## src/rtl/alu_arb_ysyx_if.sv

```systemverilog
// Request/ALU/response bundle for the shared-ALU arbiter.
// The slave modport is the arbiter; the master modport is the surrounding issue/ALU logic.
interface alu_arb_ysyx_if #(
    parameter int XLEN  = 32,
    parameter int TAG_W = 4
);
    logic [1:0]       req_valid;
    logic [1:0]       req_ready;

    logic [3:0]       req0_ctr;
    logic             req0_asrc;
    logic [1:0]       req0_bsrc;
    logic [XLEN-1:0]  req0_pc;
    logic [XLEN-1:0]  req0_rs1;
    logic [XLEN-1:0]  req0_rs2;
    logic [XLEN-1:0]  req0_imm;
    logic [TAG_W-1:0] req0_tag;

    logic [3:0]       req1_ctr;
    logic             req1_asrc;
    logic [1:0]       req1_bsrc;
    logic [XLEN-1:0]  req1_pc;
    logic [XLEN-1:0]  req1_rs1;
    logic [XLEN-1:0]  req1_rs2;
    logic [XLEN-1:0]  req1_imm;
    logic [TAG_W-1:0] req1_tag;

    logic [XLEN-1:0]  alu_pc;
    logic [XLEN-1:0]  alu_rs1;
    logic [XLEN-1:0]  alu_rs2;
    logic [XLEN-1:0]  alu_imm;
    logic [3:0]       alu_ctr;
    logic             alu_asrc;
    logic [1:0]       alu_bsrc;
    logic [XLEN-1:0]  alu_result;
    logic             alu_less;
    logic             alu_zero;

    logic             rsp_valid;
    logic             rsp_ready;
    logic             rsp_id;
    logic [TAG_W-1:0] rsp_tag;
    logic [XLEN-1:0]  rsp_result;
    logic             rsp_less;
    logic             rsp_zero;
    logic             busy;

    modport slave (
        input  req_valid,
        input  req0_ctr, req0_asrc, req0_bsrc, req0_pc, req0_rs1, req0_rs2, req0_imm, req0_tag,
        input  req1_ctr, req1_asrc, req1_bsrc, req1_pc, req1_rs1, req1_rs2, req1_imm, req1_tag,
        input  alu_result, alu_less, alu_zero,
        input  rsp_ready,
        output req_ready,
        output alu_pc, alu_rs1, alu_rs2, alu_imm, alu_ctr, alu_asrc, alu_bsrc,
        output rsp_valid, rsp_id, rsp_tag, rsp_result, rsp_less, rsp_zero,
        output busy
    );

    modport master (
        output req_valid,
        output req0_ctr, req0_asrc, req0_bsrc, req0_pc, req0_rs1, req0_rs2, req0_imm, req0_tag,
        output req1_ctr, req1_asrc, req1_bsrc, req1_pc, req1_rs1, req1_rs2, req1_imm, req1_tag,
        output alu_result, alu_less, alu_zero,
        output rsp_ready,
        input  req_ready,
        input  alu_pc, alu_rs1, alu_rs2, alu_imm, alu_ctr, alu_asrc, alu_bsrc,
        input  rsp_valid, rsp_id, rsp_tag, rsp_result, rsp_less, rsp_zero,
        input  busy
    );
endinterface

```

## src/rtl/alu_arb_ysyx.sv

```systemverilog
// Round-robin arbiter sharing one ALU between the EXU (req 0) and LSU address generation (req 1).
// state | meaning
// IDLE  | grant a requester, latch its operation into the alu_* registers
// EXEC  | alu_* registers drive the ALU; its outputs are captured at the end of this cycle
// RESP  | rsp_valid high, fields held until rsp_ready
module alu_arb_ysyx #(
    parameter int XLEN  = 32,
    parameter int TAG_W = 4
) (
    input  logic            clk,
    input  logic            rst,
    alu_arb_ysyx_if.slave   bus
);
    typedef enum logic [1:0] {IDLE, EXEC, RESP} state_t;

    state_t           state;
    logic             last_grant;
    logic             op_id;
    logic [TAG_W-1:0] op_tag;
    logic             grant_vld;
    logic             grant_idx;

    // With both requesting, the one not served last wins.
    always_comb begin
        grant_vld = 1'b0;
        grant_idx = 1'b0;
        if (state == IDLE) begin
            if (bus.req_valid == 2'b11) begin
                grant_vld = 1'b1;
                grant_idx = ~last_grant;
            end else if (bus.req_valid[0]) begin
                grant_vld = 1'b1;
                grant_idx = 1'b0;
            end else if (bus.req_valid[1]) begin
                grant_vld = 1'b1;
                grant_idx = 1'b1;
            end
        end
    end

    assign bus.req_ready = {grant_vld & grant_idx, grant_vld & ~grant_idx};
    assign bus.busy      = (state != IDLE);

    always_ff @(posedge clk or posedge rst) begin
        if (rst) begin
            state          <= IDLE;
            last_grant     <= 1'b1;
            op_id          <= 1'b0;
            op_tag         <= '0;
            bus.alu_pc     <= '0;
            bus.alu_rs1    <= '0;
            bus.alu_rs2    <= '0;
            bus.alu_imm    <= '0;
            bus.alu_ctr    <= 4'b0000;
            bus.alu_asrc   <= 1'b0;
            bus.alu_bsrc   <= 2'b00;
            bus.rsp_valid  <= 1'b0;
            bus.rsp_id     <= 1'b0;
            bus.rsp_tag    <= '0;
            bus.rsp_result <= '0;
            bus.rsp_less   <= 1'b0;
            bus.rsp_zero   <= 1'b0;
        end else begin
            case (state)
                IDLE: begin
                    if (grant_vld) begin
                        state      <= EXEC;
                        last_grant <= grant_idx;
                        op_id      <= grant_idx;
                        if (grant_idx) begin
                            bus.alu_ctr  <= bus.req1_ctr;
                            bus.alu_asrc <= bus.req1_asrc;
                            bus.alu_bsrc <= bus.req1_bsrc;
                            bus.alu_pc   <= bus.req1_pc;
                            bus.alu_rs1  <= bus.req1_rs1;
                            bus.alu_rs2  <= bus.req1_rs2;
                            bus.alu_imm  <= bus.req1_imm;
                            op_tag       <= bus.req1_tag;
                        end else begin
                            bus.alu_ctr  <= bus.req0_ctr;
                            bus.alu_asrc <= bus.req0_asrc;
                            bus.alu_bsrc <= bus.req0_bsrc;
                            bus.alu_pc   <= bus.req0_pc;
                            bus.alu_rs1  <= bus.req0_rs1;
                            bus.alu_rs2  <= bus.req0_rs2;
                            bus.alu_imm  <= bus.req0_imm;
                            op_tag       <= bus.req0_tag;
                        end
                    end
                end
                EXEC: begin
                    state          <= RESP;
                    bus.rsp_valid  <= 1'b1;
                    bus.rsp_id     <= op_id;
                    bus.rsp_tag    <= op_tag;
                    bus.rsp_result <= bus.alu_result;
                    bus.rsp_less   <= bus.alu_less;
                    bus.rsp_zero   <= bus.alu_zero;
                end
                RESP: begin
                    if (bus.rsp_ready) begin
                        state         <= IDLE;
                        bus.rsp_valid <= 1'b0;
                    end
                end
                default: state <= IDLE;
            endcase
        end
    end
endmodule

```

## src/flat_wrapper.sv

```systemverilog
// flat-port wrapper written by rule: the top's interface ports become plain ports
module alu_arb_ysyx_flat 
#(
    parameter int XLEN  = 32,
    parameter int TAG_W = 4
)
  (clk, rst, bus_req_valid, bus_req0_ctr, bus_req0_asrc, bus_req0_bsrc, bus_req0_pc, bus_req0_rs1, bus_req0_rs2, bus_req0_imm, bus_req0_tag, bus_req1_ctr, bus_req1_asrc, bus_req1_bsrc, bus_req1_pc, bus_req1_rs1, bus_req1_rs2, bus_req1_imm, bus_req1_tag, bus_alu_result, bus_alu_less, bus_alu_zero, bus_rsp_ready, bus_req_ready, bus_alu_pc, bus_alu_rs1, bus_alu_rs2, bus_alu_imm, bus_alu_ctr, bus_alu_asrc, bus_alu_bsrc, bus_rsp_valid, bus_rsp_id, bus_rsp_tag, bus_rsp_result, bus_rsp_less, bus_rsp_zero, bus_busy);
  alu_arb_ysyx_if #(.XLEN(XLEN), .TAG_W(TAG_W)) bus_i ();
  input  logic clk;
  input  logic rst;
  input wire logic [$bits(bus_i.req_valid)-1:0] bus_req_valid;
  input wire logic [$bits(bus_i.req0_ctr)-1:0] bus_req0_ctr;
  input wire logic [$bits(bus_i.req0_asrc)-1:0] bus_req0_asrc;
  input wire logic [$bits(bus_i.req0_bsrc)-1:0] bus_req0_bsrc;
  input wire logic [$bits(bus_i.req0_pc)-1:0] bus_req0_pc;
  input wire logic [$bits(bus_i.req0_rs1)-1:0] bus_req0_rs1;
  input wire logic [$bits(bus_i.req0_rs2)-1:0] bus_req0_rs2;
  input wire logic [$bits(bus_i.req0_imm)-1:0] bus_req0_imm;
  input wire logic [$bits(bus_i.req0_tag)-1:0] bus_req0_tag;
  input wire logic [$bits(bus_i.req1_ctr)-1:0] bus_req1_ctr;
  input wire logic [$bits(bus_i.req1_asrc)-1:0] bus_req1_asrc;
  input wire logic [$bits(bus_i.req1_bsrc)-1:0] bus_req1_bsrc;
  input wire logic [$bits(bus_i.req1_pc)-1:0] bus_req1_pc;
  input wire logic [$bits(bus_i.req1_rs1)-1:0] bus_req1_rs1;
  input wire logic [$bits(bus_i.req1_rs2)-1:0] bus_req1_rs2;
  input wire logic [$bits(bus_i.req1_imm)-1:0] bus_req1_imm;
  input wire logic [$bits(bus_i.req1_tag)-1:0] bus_req1_tag;
  input wire logic [$bits(bus_i.alu_result)-1:0] bus_alu_result;
  input wire logic [$bits(bus_i.alu_less)-1:0] bus_alu_less;
  input wire logic [$bits(bus_i.alu_zero)-1:0] bus_alu_zero;
  input wire logic [$bits(bus_i.rsp_ready)-1:0] bus_rsp_ready;
  output wire logic [$bits(bus_i.req_ready)-1:0] bus_req_ready;
  output wire logic [$bits(bus_i.alu_pc)-1:0] bus_alu_pc;
  output wire logic [$bits(bus_i.alu_rs1)-1:0] bus_alu_rs1;
  output wire logic [$bits(bus_i.alu_rs2)-1:0] bus_alu_rs2;
  output wire logic [$bits(bus_i.alu_imm)-1:0] bus_alu_imm;
  output wire logic [$bits(bus_i.alu_ctr)-1:0] bus_alu_ctr;
  output wire logic [$bits(bus_i.alu_asrc)-1:0] bus_alu_asrc;
  output wire logic [$bits(bus_i.alu_bsrc)-1:0] bus_alu_bsrc;
  output wire logic [$bits(bus_i.rsp_valid)-1:0] bus_rsp_valid;
  output wire logic [$bits(bus_i.rsp_id)-1:0] bus_rsp_id;
  output wire logic [$bits(bus_i.rsp_tag)-1:0] bus_rsp_tag;
  output wire logic [$bits(bus_i.rsp_result)-1:0] bus_rsp_result;
  output wire logic [$bits(bus_i.rsp_less)-1:0] bus_rsp_less;
  output wire logic [$bits(bus_i.rsp_zero)-1:0] bus_rsp_zero;
  output wire logic [$bits(bus_i.busy)-1:0] bus_busy;
  assign bus_i.req_valid = bus_req_valid;
  assign bus_i.req0_ctr = bus_req0_ctr;
  assign bus_i.req0_asrc = bus_req0_asrc;
  assign bus_i.req0_bsrc = bus_req0_bsrc;
  assign bus_i.req0_pc = bus_req0_pc;
  assign bus_i.req0_rs1 = bus_req0_rs1;
  assign bus_i.req0_rs2 = bus_req0_rs2;
  assign bus_i.req0_imm = bus_req0_imm;
  assign bus_i.req0_tag = bus_req0_tag;
  assign bus_i.req1_ctr = bus_req1_ctr;
  assign bus_i.req1_asrc = bus_req1_asrc;
  assign bus_i.req1_bsrc = bus_req1_bsrc;
  assign bus_i.req1_pc = bus_req1_pc;
  assign bus_i.req1_rs1 = bus_req1_rs1;
  assign bus_i.req1_rs2 = bus_req1_rs2;
  assign bus_i.req1_imm = bus_req1_imm;
  assign bus_i.req1_tag = bus_req1_tag;
  assign bus_i.alu_result = bus_alu_result;
  assign bus_i.alu_less = bus_alu_less;
  assign bus_i.alu_zero = bus_alu_zero;
  assign bus_i.rsp_ready = bus_rsp_ready;
  assign bus_req_ready = bus_i.req_ready;
  assign bus_alu_pc = bus_i.alu_pc;
  assign bus_alu_rs1 = bus_i.alu_rs1;
  assign bus_alu_rs2 = bus_i.alu_rs2;
  assign bus_alu_imm = bus_i.alu_imm;
  assign bus_alu_ctr = bus_i.alu_ctr;
  assign bus_alu_asrc = bus_i.alu_asrc;
  assign bus_alu_bsrc = bus_i.alu_bsrc;
  assign bus_rsp_valid = bus_i.rsp_valid;
  assign bus_rsp_id = bus_i.rsp_id;
  assign bus_rsp_tag = bus_i.rsp_tag;
  assign bus_rsp_result = bus_i.rsp_result;
  assign bus_rsp_less = bus_i.rsp_less;
  assign bus_rsp_zero = bus_i.rsp_zero;
  assign bus_busy = bus_i.busy;
  alu_arb_ysyx #(.XLEN(XLEN), .TAG_W(TAG_W)) u_core (.clk(clk), .rst(rst), .bus(bus_i));
endmodule
```

## config.mk

```make
export PLATFORM = sky130hd
export DESIGN_NAME = alu_arb_ysyx_flat
export DESIGN_NICKNAME = d
export VERILOG_FILES = /design/src/rtl/alu_arb_ysyx_if.sv /design/src/rtl/alu_arb_ysyx.sv /design/src/flat_wrapper.sv
export SDC_FILE = /design/constraint.sdc
export NUM_CORES = 1
export LEC_CHECK = 0
export ABC_AREA = 0
export CAP_MARGIN = 20
export CORE_AREA = 3 3 193 195
export DETAILED_ROUTE_END_ITERATION = 12
export DIE_AREA = 0 0 196 198
export HOLD_SLACK_MARGIN = 0.15
export SLEW_MARGIN = 15
export SYNTH_ARGS = -nofsm -noshare
export SYNTH_HDL_FRONTEND = slang
export SYNTH_SLANG_ARGS = --single-unit
```

## constraint.sdc

```tcl
create_clock -name clk -period 7.58 [get_ports clk]
set_clock_uncertainty 0.15 [all_clocks]
set_input_delay 1.895 -clock clk [delete_from_list [all_inputs] [get_ports clk]]
set_output_delay 1.895 -clock clk [all_outputs]
set_load 0.02 [all_outputs]
```

# --- Word-level counts from Yosys, hierarchy flattened ---
# Cells that the tools add are included.
classes:
  bitwise_logic: 4
  reduce_logical: 6
  n_mux: 20
  n_eq_ne: 5
op_table:
  columns: ["operator", "n"]
  rows:
  - ["32-bit two-way mux", 4]
  - ["1-bit two-way mux", 9]
  - ["4-bit two-way mux", 2]
  - ["2-bit two-way mux", 3]
  - ["2-bit case mux with 3 select lines", 1]
  - ["2-bit AND reduction", 3]
  - ["2-bit equality test, second input constant", 2]
  - ["2-bit nonzero test", 2]
  - ["1-bit bitwise AND", 2]
  - ["2-bit by 1-bit equality test with 1-bit output, second input constant", 1]
  - ["2-bit zero test", 1]
  - ["2-bit by 1-bit inequality test with 1-bit output, second input constant", 1]
  - ["2-bit inequality test, second input constant", 1]
  - ["1-bit inverter", 2]
  - ["1-bit case mux with 2 select lines", 1]
word_totals:
  inputBits: 317
  regBits: 183

# --- Depth between registers and ports, before layout ---
# Gate-level depths: netlist of run 1.
logic_depth:
  ltp_word: 6
  ltp_mapped: 6
  ltp_nobuf: 4

# --- Worst setup path before layout of run 1 ---
# OpenSTA, ideal clock, no wires.
synth_timing:
  path_type: "input to output"
  start: "input port bus_req_valid[0]"
  end: "output port bus_req_ready[1]"
  required_ps: 5535
  cell_stages: 4
  arrival_time_ps: 2607
  slack_ps: 2928
  cell_sequence: "nand2_1 -> and3_1 -> buf_2 -> clkbuf_1"
synth_via:
  elab_chain_cells: 4
synth_rtl:
  columns: ["item", "line", "rtl"]
  rows:
  - ["start, declared", "flat_wrapper.sv:11", "input wire logic [$bits(bus_i.req_valid)-1:0] bus_req_valid;"]
  - ["2-bit equality test / 1-bit two-way mux (equally long branches)", "alu_arb_ysyx.sv:28, alu_arb_ysyx.sv:31", null]
  - ["1-bit two-way mux", "alu_arb_ysyx.sv:28", "if (bus.req_valid == 2'b11) begin"]
  - ["1-bit two-way mux", "alu_arb_ysyx.sv:27", "if (state == IDLE) begin"]
  - ["1-bit bitwise AND (*)", "alu_arb_ysyx.sv:41", "assign bus.req_ready = {grant_vld & grant_idx, grant_vld & ~grant_idx};"]
  - ["end, declared", "flat_wrapper.sv:32", "output wire logic [$bits(bus_i.req_ready)-1:0] bus_req_ready;"]
# Mark *: on every way between the ends. The rest lies on a longest branch, timed or not.

# --- Worst setup path in the final report of run 1 ---
layout_timing:
  start: "input port bus_req_valid[0]"
  end: "output port bus_req_ready[0]"
layout_via:
  elab_chain_cells: 5
layout_rtl:
  columns: ["item", "line"]
  rows:
  - ["2-bit equality test / 1-bit two-way mux (equally long branches)", "alu_arb_ysyx.sv:28, alu_arb_ysyx.sv:31"]
  - ["1-bit two-way mux", "alu_arb_ysyx.sv:28"]
  - ["1-bit two-way mux", "alu_arb_ysyx.sv:27"]
  - ["1-bit inverter", "alu_arb_ysyx.sv:41"]
  - ["1-bit bitwise AND (*)", "alu_arb_ysyx.sv:41"]
# Marks and branches as above.

==> impl_summary.txt, run 1 <==
----------------------------------------------------
[Run status]
  Result of the run ... finished clean

[Power and ir drop]
  Peak supply drop ... 187 uV
  Standby leakage power ... 0.00552 uW
  Cell area power density ... 426 nW/um^2
  Power, Total ... 5900 uW

[Drt]
  Routed Wire Length ... 32000 um
  Vias/cell ... 4.74
  Post-route antenna net violation count ... 0
  Routed vias ... 7184
  Per-cell routed wire length ... 21.1 um
  Pre-antenna DRT Iters ... 5
  Total DRC errors in the routed layout ... 0
  Iteration-0 DRC count of the detailed router ... 221

[Worst setup path]
  Crit-path slowest cell ... sky130_fd_sc_hd__clkdlybuf4s50_1
  Crit path required time ... 5.54 ns
  Element type at the critical path end ... output pin
  Arr. time, crit path ... 3.41 ns
  Cell-by-cell listing of the critical path ... clkdlybuf4s50_1 > and3_4 > clkdlybuf4s50_1
  Most prevalent standard cell on the critical path ... sky130_fd_sc_hd__clkdlybuf4s50_1
  Register-to-register setup slack ... 4.57 ns
  Type of origin of the critical path ... input pin
  Largest fanout of any net on the critical path ... 4
  Setup Crit Path Kind ... in2out
  Slowest cell delay on critical path ... 0.67 ns

[Job]
  Maximum Capacitance Violations ... 0

[Synth]
  Async S/R FF share, synth ... 100%
  Yosys reg bits ... 183
  Most common flop cell mapped by yosys ... sky130_fd_sc_hd__dfrtp_1
  Post-synthesis average cell area ... 13.6 sq um
  Synth top cells by count ... sky130_fd_sc_hd__dfrtp_1 (182), sky130_fd_sc_hd__a221o_1 (139), sky130_fd_sc_hd__o21a_1 (139)
  Synth area leaders ... sky130_fd_sc_hd__dfrtp_1 (57%), sky130_fd_sc_hd__a221o_1 (18%), sky130_fd_sc_hd__o21a_1 (13%)
  Area leader, netlist ... sky130_fd_sc_hd__dfrtp_1
  Share of the synthesized area in the top cell type ... 57.4%
  Yosys synthesis warning count ... 0
  Post-Synthesis Cell Area ... 7940 sq um
  Post-synthesis cell type count ... 23
  Number of enable flip-flop cells after synthesis ... 0
  Syn Inst Count ... 585
  Total nets after synthesis ... 902
  Part of the Yosys area used for sequential elements ... 57.7%
  Most frequent cell after synthesis ... sky130_fd_sc_hd__dfrtp_1

[Floorplanning]
  Die outline area ... 38800 sq um
  Effective utilization at floorplan ... 22.3%
  Floorplan row count ... 69
  Overall die height ... 198 um
  Total I/O pin count ... 495
  Area of the core ... 35600 sq um
  Die width ... 196 um

[STA]
  Final max-slew violation count ... 0
  Hold Violations, Final ... 0
  Least-Margin Pin Slew ... 1.01 ns
  Smallest setup slack after layout ... 2.13 ns
  Post-route fraction of the period consumed by the critical path ... 71.9%
  Time the final worst path needs with I/O delays and setup ... 5.45 ns
  Setup repair after global routing missed its margin ... false
  Total setup violations reported at the end of the flow ... 0
  Final sum of negative setup slack ... 0 ns
  Highest clock rate ... 0.183 GHz
  Worst rel slew slack ... 32.9%

[GRT]
  Antenna violations before repair ... 0
  Via count of the first global-routing pass ... 7781
  Global-route wire length before repair ... 47600 um
  Maximum number of pins on one net before global-route repair ... 100
  Global route overflow ... 0
  Overall routing resource usage ... 15.9%

[Clock tree]
  PostCTS Resize Cnt ... 0
  Register clock-pin slew on the reported worst setup and hold paths ... 0.07 ns
  Hold-fix buffers at CTS ... 0
  Worst-skew pair later-pin latency ... 0.44 ns
  H-Tree Level Count ... 4
  Number of clock sinks seen by CTS ... 183
  Buffers inserted by post-CTS timing repair ... 0
  Number of buffers created by CTS ... 17
  Maximum number of buffers from clock root to sink ... 2
  Clock tree from TritonCTS ... yes
  Clock root buffer ... sky130_fd_sc_hd__clkbuf_16

[Layout]
  Fin area ... 13900 sq um
  Growth of design area from synthesis to finish ... 74.5%
  Total inserted antenna cells ... 0
  Final Net Count ... 1358
  Layout cells sized above 1 ... 8.44%

[Placed design]
  Dpl hpwl ... 22300 um
  Worst setup slack before clock tree synthesis ... 2.10 ns
  IO buf count ... 494
  Placer Congestion ... 0.752
  Post-placement cell area ... 13200 sq um

[Min path]
  Worst min path class ... reg2reg

----------------------------------------------------
layout make-up:
type	count	area, sq um
Sequential cell	183	4580
Timing Repair Buffer	503	5040
Multi-Input combinational cell	332	2990
Tap cell	461	577
Clock buffer	17	425
Fill cell	3462	21700
Clock inverter	15	216
Inverter	4	25.0
kinds of logic (layout without fill, tap and decap cells):
family,count (synthesis),count (layout),share of synthesized area (%)
DFF,183,183,57.7
AOI/OAI and AO/OA,283,283,31.1
buffers and inverters,70,539,4.93
and+or+nand+nor,10,10,0.773
muxes,39,39,5.53
metrics by stage:
step	cells	utilization, %	hold WS, ns
2_1_floorplan	585	-	0.294
3_3_place_gp	1482	37.1	0.308
3_5_place_dp	1483	37.1	0.315
4_1_cts	1515	39.0	0.333
5_1_grt	1515	39.0	0.349
6_report	1515	39.0	0.332
per-layer routing:
layer  up-vias  GRT usage, %  share of wire (%)
li1       3244             -                  -
met1      3566          19.1                 41
met2       343          27.4                 49
met3        31          5.63                8.3
met4         0          4.01                1.6
met5         -             0                  0
layout by cell type, fill, tap and decap left out, drive strengths merged:
cell,n
a21o,2
a21oi,2
a221o,139
and3,2
buf,9
bufinv,4
clkbuf,17
clkdlybuf4s50,494
clkinv,2
clkinvlp,3
dfrtp,182
dfstp,1
inv,10
mux2,39
nand2,2
nand2b,1
nor2,2
nor2b,1
nor3b,1
o21a,139
o21ai,1
or2,1
critical path, delay by kind of cell:
kind | cells | cell delay [ns]
simple gates | 1 | 0.25
buf+inv | 2 | 1.25
power breakdown:
part           leakage [uW]  switching [uW]  total, uW  internal [uW]
registers           0.00223             274       1740           1460
clock network      0.000306             436        998            563
logic               0.00298            1530       3160           1630
total               0.00552            2240       5900           3660
sequential cells by signal, indices dropped and copies added (netlist names), 2 cells and up:
| name | cells |
|---|---|
| u_core.bus.alu_ctr | 4 |
| u_core.state | 2 |
| u_core.bus.alu_bsrc | 2 |
| u_core.op_tag | 4 |
| u_core.bus.alu_pc | 32 |
| u_core.bus.alu_rs1 | 32 |
| u_core.bus.rsp_result | 32 |
| u_core.bus.alu_imm | 32 |
| u_core.bus.alu_rs2 | 32 |
| u_core.bus.rsp_tag | 4 |
path summary, 6_finish.rpt:
path,startpoint,end,cells after the start
worst max-delay path,bus_req_valid[0],bus_req_ready[0],3
worst min-delay path,u_core.op_id$_DFFE_PP0P_,u_core.op_id$_DFFE_PP0P_,1
worst max register to register,u_core.state[1]$_DFFE_PP0P_,u_core.bus.alu_rs2[6]$_DFFE_PP0P_,5
worst min register to register,u_core.op_id$_DFFE_PP0P_,u_core.op_id$_DFFE_PP0P_,1
max in group asynchronous,rst,u_core.bus.rsp_result[6]$_DFFE_PP0P_,3
min in group asynchronous,rst,u_core.bus.alu_rs2[28]$_DFFE_PP0P_,2
No activity file was read; power rests on OpenSTA's default activity.
==> inputs of run 2 (changes only) <==
clock period = 5.35 ns   (was 7.58 ns; I/O delays follow)
==> impl_summary.txt, run 2 (same netlist as run 1, synthesis figures left out) <==
----------------------------------------------------
[STA]
  Total setup violations reported at the end of the flow ... 0
  Time the final worst path needs with I/O delays and setup ... 4.30 ns
  Setup repair after global routing missed its margin ... false
  Worst rel slew slack ... 29.7%
  Final max-slew violation count ... 0
  Least-Margin Pin Slew ... 1.05 ns
  Final sum of negative setup slack ... 0 ns
  Highest clock rate ... 0.233 GHz
  Post-route fraction of the period consumed by the critical path ... 80.4%
  Hold Violations, Final ... 0

[Floorplanning]
  Area of the core ... 35600 sq um
  Die outline area ... 38800 sq um
  Floorplan row count ... 69
  Total I/O pin count ... 495
  Overall die height ... 198 um
  Effective utilization at floorplan ... 22.3%
  Die width ... 196 um

[Clock tree]
  Number of buffers created by CTS ... 17
  PostCTS Resize Cnt ... 0
  H-Tree Level Count ... 4
  Number of clock sinks seen by CTS ... 183
  Clock tree from TritonCTS ... yes
  Register clock-pin slew on the reported worst setup and hold paths ... 0.08 ns
  Hold-fix buffers at CTS ... 0
  Maximum number of buffers from clock root to sink ... 2
  Clock root buffer ... sky130_fd_sc_hd__clkbuf_16
  Buffers inserted by post-CTS timing repair ... 0
  Worst-skew pair later-pin latency ... 0.44 ns

[Layout]
  Growth of design area from synthesis to finish ... 74.1%
  Layout cells sized above 1 ... 8.44%
  Commonest non-fill, non-tap cells in the layout ... sky130_fd_sc_hd__clkdlybuf4s50_1 (494), sky130_fd_sc_hd__dfrtp_1 (182), sky130_fd_sc_hd__o21a_1 (139), sky130_fd_sc_hd__a221o_1 (139), sky130_fd_sc_hd__mux2_2 (39)
  Utilization of the core after routing ... 38.8%
  Leading cell type in the layout, fill and taps excluded ... sky130_fd_sc_hd__clkdlybuf4s50_1
  Final Net Count ... 1358
  Total inserted antenna cells ... 0
  Count of filler cells inserted in the layout ... 3476

[Min path]
  Hold Crit Depth ... 1
  Worst min path class ... reg2reg
  Worst Hold Endpoint ... u_core.op_id$_DFFE_PP0P_
  Start point of the worst hold path ... u_core.op_id$_DFFE_PP0P_

[Drt]
  Per-cell routed wire length ... 20.8 um
  Pre-antenna DRT Iters ... 4
  Post-route antenna net violation count ... 0
  Routed vias ... 7164
  Routed Wire Length ... 31500 um
  Iteration-0 DRC count of the detailed router ... 285
  Vias/cell ... 4.73
  Total DRC errors in the routed layout ... 0

[GRT]
  Met2 layer usage reported by global route ... 26.9%
  Antenna violations before repair ... 0
  Global-route wire length before repair ... 47300 um
  Most heavily used metal layer in global routing ... met2
  Met3 track utilization from global routing ... 5.27%
  Overall routing resource usage ... 15.7%
  Maximum number of pins on one net before global-route repair ... 140
  Via count of the first global-routing pass ... 7664
  GR Util met1 ... 19.2%
  Global route overflow ... 0

[Worst setup path]
  End of the worst register-to-register path ... u_core.bus.alu_rs1[22]$_DFFE_PP0P_
  Element type at the critical path end ... output pin
  Arr. time, crit path ... 2.81 ns
  Largest fanout of any net on the critical path ... 4
  Launching element of the worst setup path ... bus_req_valid[1]
  Worst r2r path cells ... 5
  Type of origin of the critical path ... input pin
  Register-to-register setup slack ... 2.36 ns
  Reg2Reg Launch Point ... u_core.state[1]$_DFFE_PP0P_
  Crit path required time ... 3.86 ns
  Setup Crit Path Kind ... in2out

[Power and ir drop]
  Part of the power in the clock network ... 15.8%
  Cell area power density ... 598 nW/um^2
  Combinational share of power ... 54.2%
  Power, Total ... 8260 uW
  Switching share of total power ... 38.7%
  Internal Dissipation ... 5070 uW
  Standby leakage power ... 0.00550 uW
  Power share of the sequential group ... 30.1%
  Psw ... 3190 uW
  Peak supply drop ... 262 uV

[Placed design]
  IO buf count ... 494
  Dpl hpwl ... 22000 um
  Placer Congestion ... 0.742

[Job]
  Maximum Capacitance Violations ... 0

[Run status]
  Result of the run ... finished clean

----------------------------------------------------
run 2: routing by layer:
metal,vias to the layer above,wire [um]
li1,3242,-
met1,3579,12700
met2,314,15800
met3,29,2500
met4,0,541
met5,-,0
run 2: power by group through the flow:
stage / Clock [uW] / Sequential, uW / Combinational [uW]
detailed placement: 0 / 2490 / 4510
CTS: 1350 / 2480 / 4530
floorplan: 0 / 3230 / 1730
global placement: 0 / 2480 / 4470
finish: 1300 / 2480 / 4480
global route: 1400 / 2570 / 4760
run 2: layout make-up:
class | count | area, sq um | area share, %
multi-input combinational | 332 | 2990 | 21.6
clock buffer | 19 | 453 | 3.28
sequential | 183 | 4580 | 33.2
clock inverter | 13 | 138 | 0.996
tap | 461 | 577 | 4.17
timing repair buffer | 503 | 5060 | 36.6
inverter | 4 | 21.3 | 0.154
run 2: worst max path at each step:
| stage | cells after the start | slack (ns) | end |
|---|---|---|---|
| after floorplan | 1 | 1.51 | u_core.bus.alu_asrc$_DFFE_PP0P_ |
| after CTS | 4 | 1.01 | bus_req_ready[0] |
| final | 4 | 1.05 | bus_req_ready[0] |
| after global routing | 3 | 0.97 | bus_req_ready[0] |
| after global placement | 4 | 1.01 | bus_req_ready[0] |
| after detailed placement | 4 | 1.02 | bus_req_ready[0] |
run 2: critical path: stages:
cell                              delay, ns
sky130_fd_sc_hd__clkdlybuf4s50_1       0.50
sky130_fd_sc_hd__nand2b_1              0.11
sky130_fd_sc_hd__and3_4                0.23
sky130_fd_sc_hd__clkdlybuf4s50_1       0.64
run 2: stage by stage:
stage / setup WS, ns / instances / instance area (sq um) / hold WS, ns
after CTS: 1.01 / 1514 / 13800 / 0.351
after global routing: 0.972 / 1515 / 13800 / 0.373
after detailed placement: 1.02 / 1482 / 13200 / 0.334
after global placement: 1.01 / 1482 / 13200 / 0.317
after floorplan: 1.51 / 585 / 7940 / 0.294
final: 1.05 / 1515 / 13800 / 0.344
==> inputs of run 3 (changes only) <==
clock period = 3.85 ns   (was 5.35 ns; I/O delays follow)
==> impl_summary.txt, run 3 (same netlist as run 1, synthesis figures left out) <==
----------------------------------------------------
[STA]
  Final sum of negative setup slack ... 0 ns
  Worst hold slack across all endpoints ... 0.329 ns
  Setup repair after global routing missed its margin ... false
  Least-Margin Pin Slew ... 0.887 ns
  Final max-slew violation count ... 0
  Worst rel slew slack ... 40.8%
  Hold Violations, Final ... 0
  Highest clock rate ... 0.281 GHz
  Total setup violations reported at the end of the flow ... 0
  Post-route fraction of the period consumed by the critical path ... 92.4%
  Time the final worst path needs with I/O delays and setup ... 3.56 ns

[Drt]
  Total DRC errors in the routed layout ... 0
  Vias/cell ... 4.74
  Met3 Wirelength ... 2570 um
  Pre-antenna DRT Iters ... 6
  Topmost layer with routed signal wires ... met4
  Routed vias ... 7193
  Routed length on met2 ... 16100 um
  Routed Wire Length ... 31800 um
  Post-route antenna net violation count ... 0
  Met1 Routed Length ... 12700 um
  Iteration-0 DRC count of the detailed router ... 289
  Per-cell routed wire length ... 20.9 um

[Power and ir drop]
  Peak supply drop ... 454 uV
  Cell area power density ... 833 nW/um^2
  Switching share of total power ... 37.9%
  Psw ... 4400 uW
  Power share of the sequential group ... 29.7%
  Combinational share of power ... 54.0%
  Internal Dissipation ... 7200 uW
  Standby leakage power ... 0.00554 uW
  Part of the power in the clock network ... 16.3%

[Clock tree]
  Clock root buffer ... sky130_fd_sc_hd__clkbuf_16
  Worst-skew pair later-pin latency ... 0.44 ns
  H-Tree Level Count ... 4
  PostCTS Resize Cnt ... 0
  Hold-fix buffers at CTS ... 0
  Clock tree from TritonCTS ... yes
  Register clock-pin slew on the reported worst setup and hold paths ... 0.07 ns
  Maximum number of buffers from clock root to sink ... 2
  Number of clock sinks seen by CTS ... 183
  Number of buffers created by CTS ... 17
  Buffers inserted by post-CTS timing repair ... 0

[Worst setup path]
  Element type at the critical path end ... output pin
  Worst r2r path cells ... 4
  Register-to-register setup slack ... 1.64 ns
  Launching element of the worst setup path ... bus_req_valid[0]
  Reg2Reg Launch Point ... u_core.state[1]$_DFFE_PP0P_
  End of the worst register-to-register path ... u_core.bus.alu_rs1[15]$_DFFE_PP0P_
  Crit-path slowest cell ... sky130_fd_sc_hd__clkdlybuf4s50_1
  Setup crit end ... bus_req_ready[0]
  Cell-by-cell listing of the critical path ... clkdlybuf4s50_1 > and3_4 > clkdlybuf4s50_1
  Setup Crit Path Kind ... in2out
  Largest fanout of any net on the critical path ... 4
  Most prevalent standard cell on the critical path ... sky130_fd_sc_hd__clkdlybuf4s50_1
  Crit path required time ... 2.74 ns
  Type of origin of the critical path ... input pin
  Arr. time, crit path ... 2.44 ns
  Slowest cell delay on critical path ... 0.62 ns

[Placed design]
  IO buf count ... 494
  Dpl hpwl ... 21700 um
  Placer Congestion ... 0.761

[Job]
  Maximum Capacitance Violations ... 0

[Layout]
  Commonest non-fill, non-tap cells in the layout ... sky130_fd_sc_hd__clkdlybuf4s50_1 (494), sky130_fd_sc_hd__dfrtp_1 (182), sky130_fd_sc_hd__o21a_1 (139), sky130_fd_sc_hd__a221o_1 (139), sky130_fd_sc_hd__mux2_2 (39)
  Total inserted antenna cells ... 0
  Leading cell type in the layout, fill and taps excluded ... sky130_fd_sc_hd__clkdlybuf4s50_1
  Growth of design area from synthesis to finish ... 75.4%
  Layout cells sized above 1 ... 8.70%
  Final Net Count ... 1362
  Area of all sequential standard cells ... 4580 sq um
  Count of filler cells inserted in the layout ... 3460
  Combined area of the multi-input logic cells ... 2990 sq um

[GRT]
  Via count of the first global-routing pass ... 7593
  Global route overflow ... 0
  Global-route wire length before repair ... 47300 um
  Antenna violations before repair ... 0
  Maximum number of pins on one net before global-route repair ... 142
  Overall routing resource usage ... 15.8%

[Floorplanning]
  Die outline area ... 38800 sq um
  Total I/O pin count ... 495
  Effective utilization at floorplan ... 22.3%
  Area of the core ... 35600 sq um
  Die width ... 196 um
  Floorplan row count ... 69
  Overall die height ... 198 um

[Run status]
  Result of the run ... finished clean

[Min path]
  Worst min path class ... reg2reg

----------------------------------------------------
[run 3: cell count changes in the layout (fill, tap and decap cells not counted), sizes merged]
cell,change
clkbuf,+1
bufinv,+2
buf,+4
clkinv,-2
inv,-2
clkinvlp,+1
[run 3: final cells by class]
cell class	count	area share, %
timing repair buffer	507	36.9
multi-input combinational	332	21.4
tap	461	4.14
sequential	183	32.9
clock inverter	12	1.19
inverter	4	0.153
clock buffer	20	3.28
[run 3: metrics by stage]
stage | instance area (sq um) | utilization, % | setup slack [ns] | power (uW) | instances
after floorplan | 7940 | - | 0.388 | 6890 | 585
after global placement | 13300 | 37.3 | 0.253 | 9690 | 1486
after detailed placement | 13300 | 37.3 | 0.274 | 9770 | 1486
after CTS | 13900 | 39.1 | 0.257 | 11700 | 1518
after global routing | 13900 | 39.1 | 0.240 | 12300 | 1519
final | 13900 | 39.1 | 0.294 | 11600 | 1519
[run 3: how the worst min path moves through the flow]
| stage | start | to | slack (ns) | cells after the start |
|---|---|---|---|---|
| after CTS | u_core.op_id$_DFFE_PP0P_ | u_core.op_id$_DFFE_PP0P_ | 0.34 | 1 |
| after global routing | u_core.op_id$_DFFE_PP0P_ | u_core.op_id$_DFFE_PP0P_ | 0.36 | 1 |
| final | u_core.op_id$_DFFE_PP0P_ | u_core.op_id$_DFFE_PP0P_ | 0.33 | 1 |
| after detailed placement | u_core.op_id$_DFFE_PP0P_ | u_core.op_id$_DFFE_PP0P_ | 0.32 | 1 |
| after floorplan | u_core.op_id$_DFFE_PP0P_ | u_core.op_id$_DFFE_PP0P_ | 0.29 | 1 |
| after global placement | u_core.op_id$_DFFE_PP0P_ | u_core.op_id$_DFFE_PP0P_ | 0.31 | 1 |
[run 3: worst max-delay path: cells and delay by family]
family                 cells  cell delay [ns]
AND/OR/NAND/NOR            1             0.27
buffers and inverters      2             1.20
[run 3: power by group through the flow]
stage / Combinational [uW] / Sequential [uW] / Clock, uW
after global placement: 6250 / 3440 / 0
after CTS: 6330 / 3450 / 1960
after global routing: 6660 / 3560 / 2030
after detailed placement: 6300 / 3470 / 0
after floorplan: 2400 / 4490 / 0
final: 6260 / 3440 / 1890
[run 3: metal layers]
metal / track usage (%) / up-vias
met1: 19.1 / 3589
met5: 0 / -
met2: 27.0 / 322
met3: 5.36 / 31
met4: 4.07 / 0
li1: - / 3251
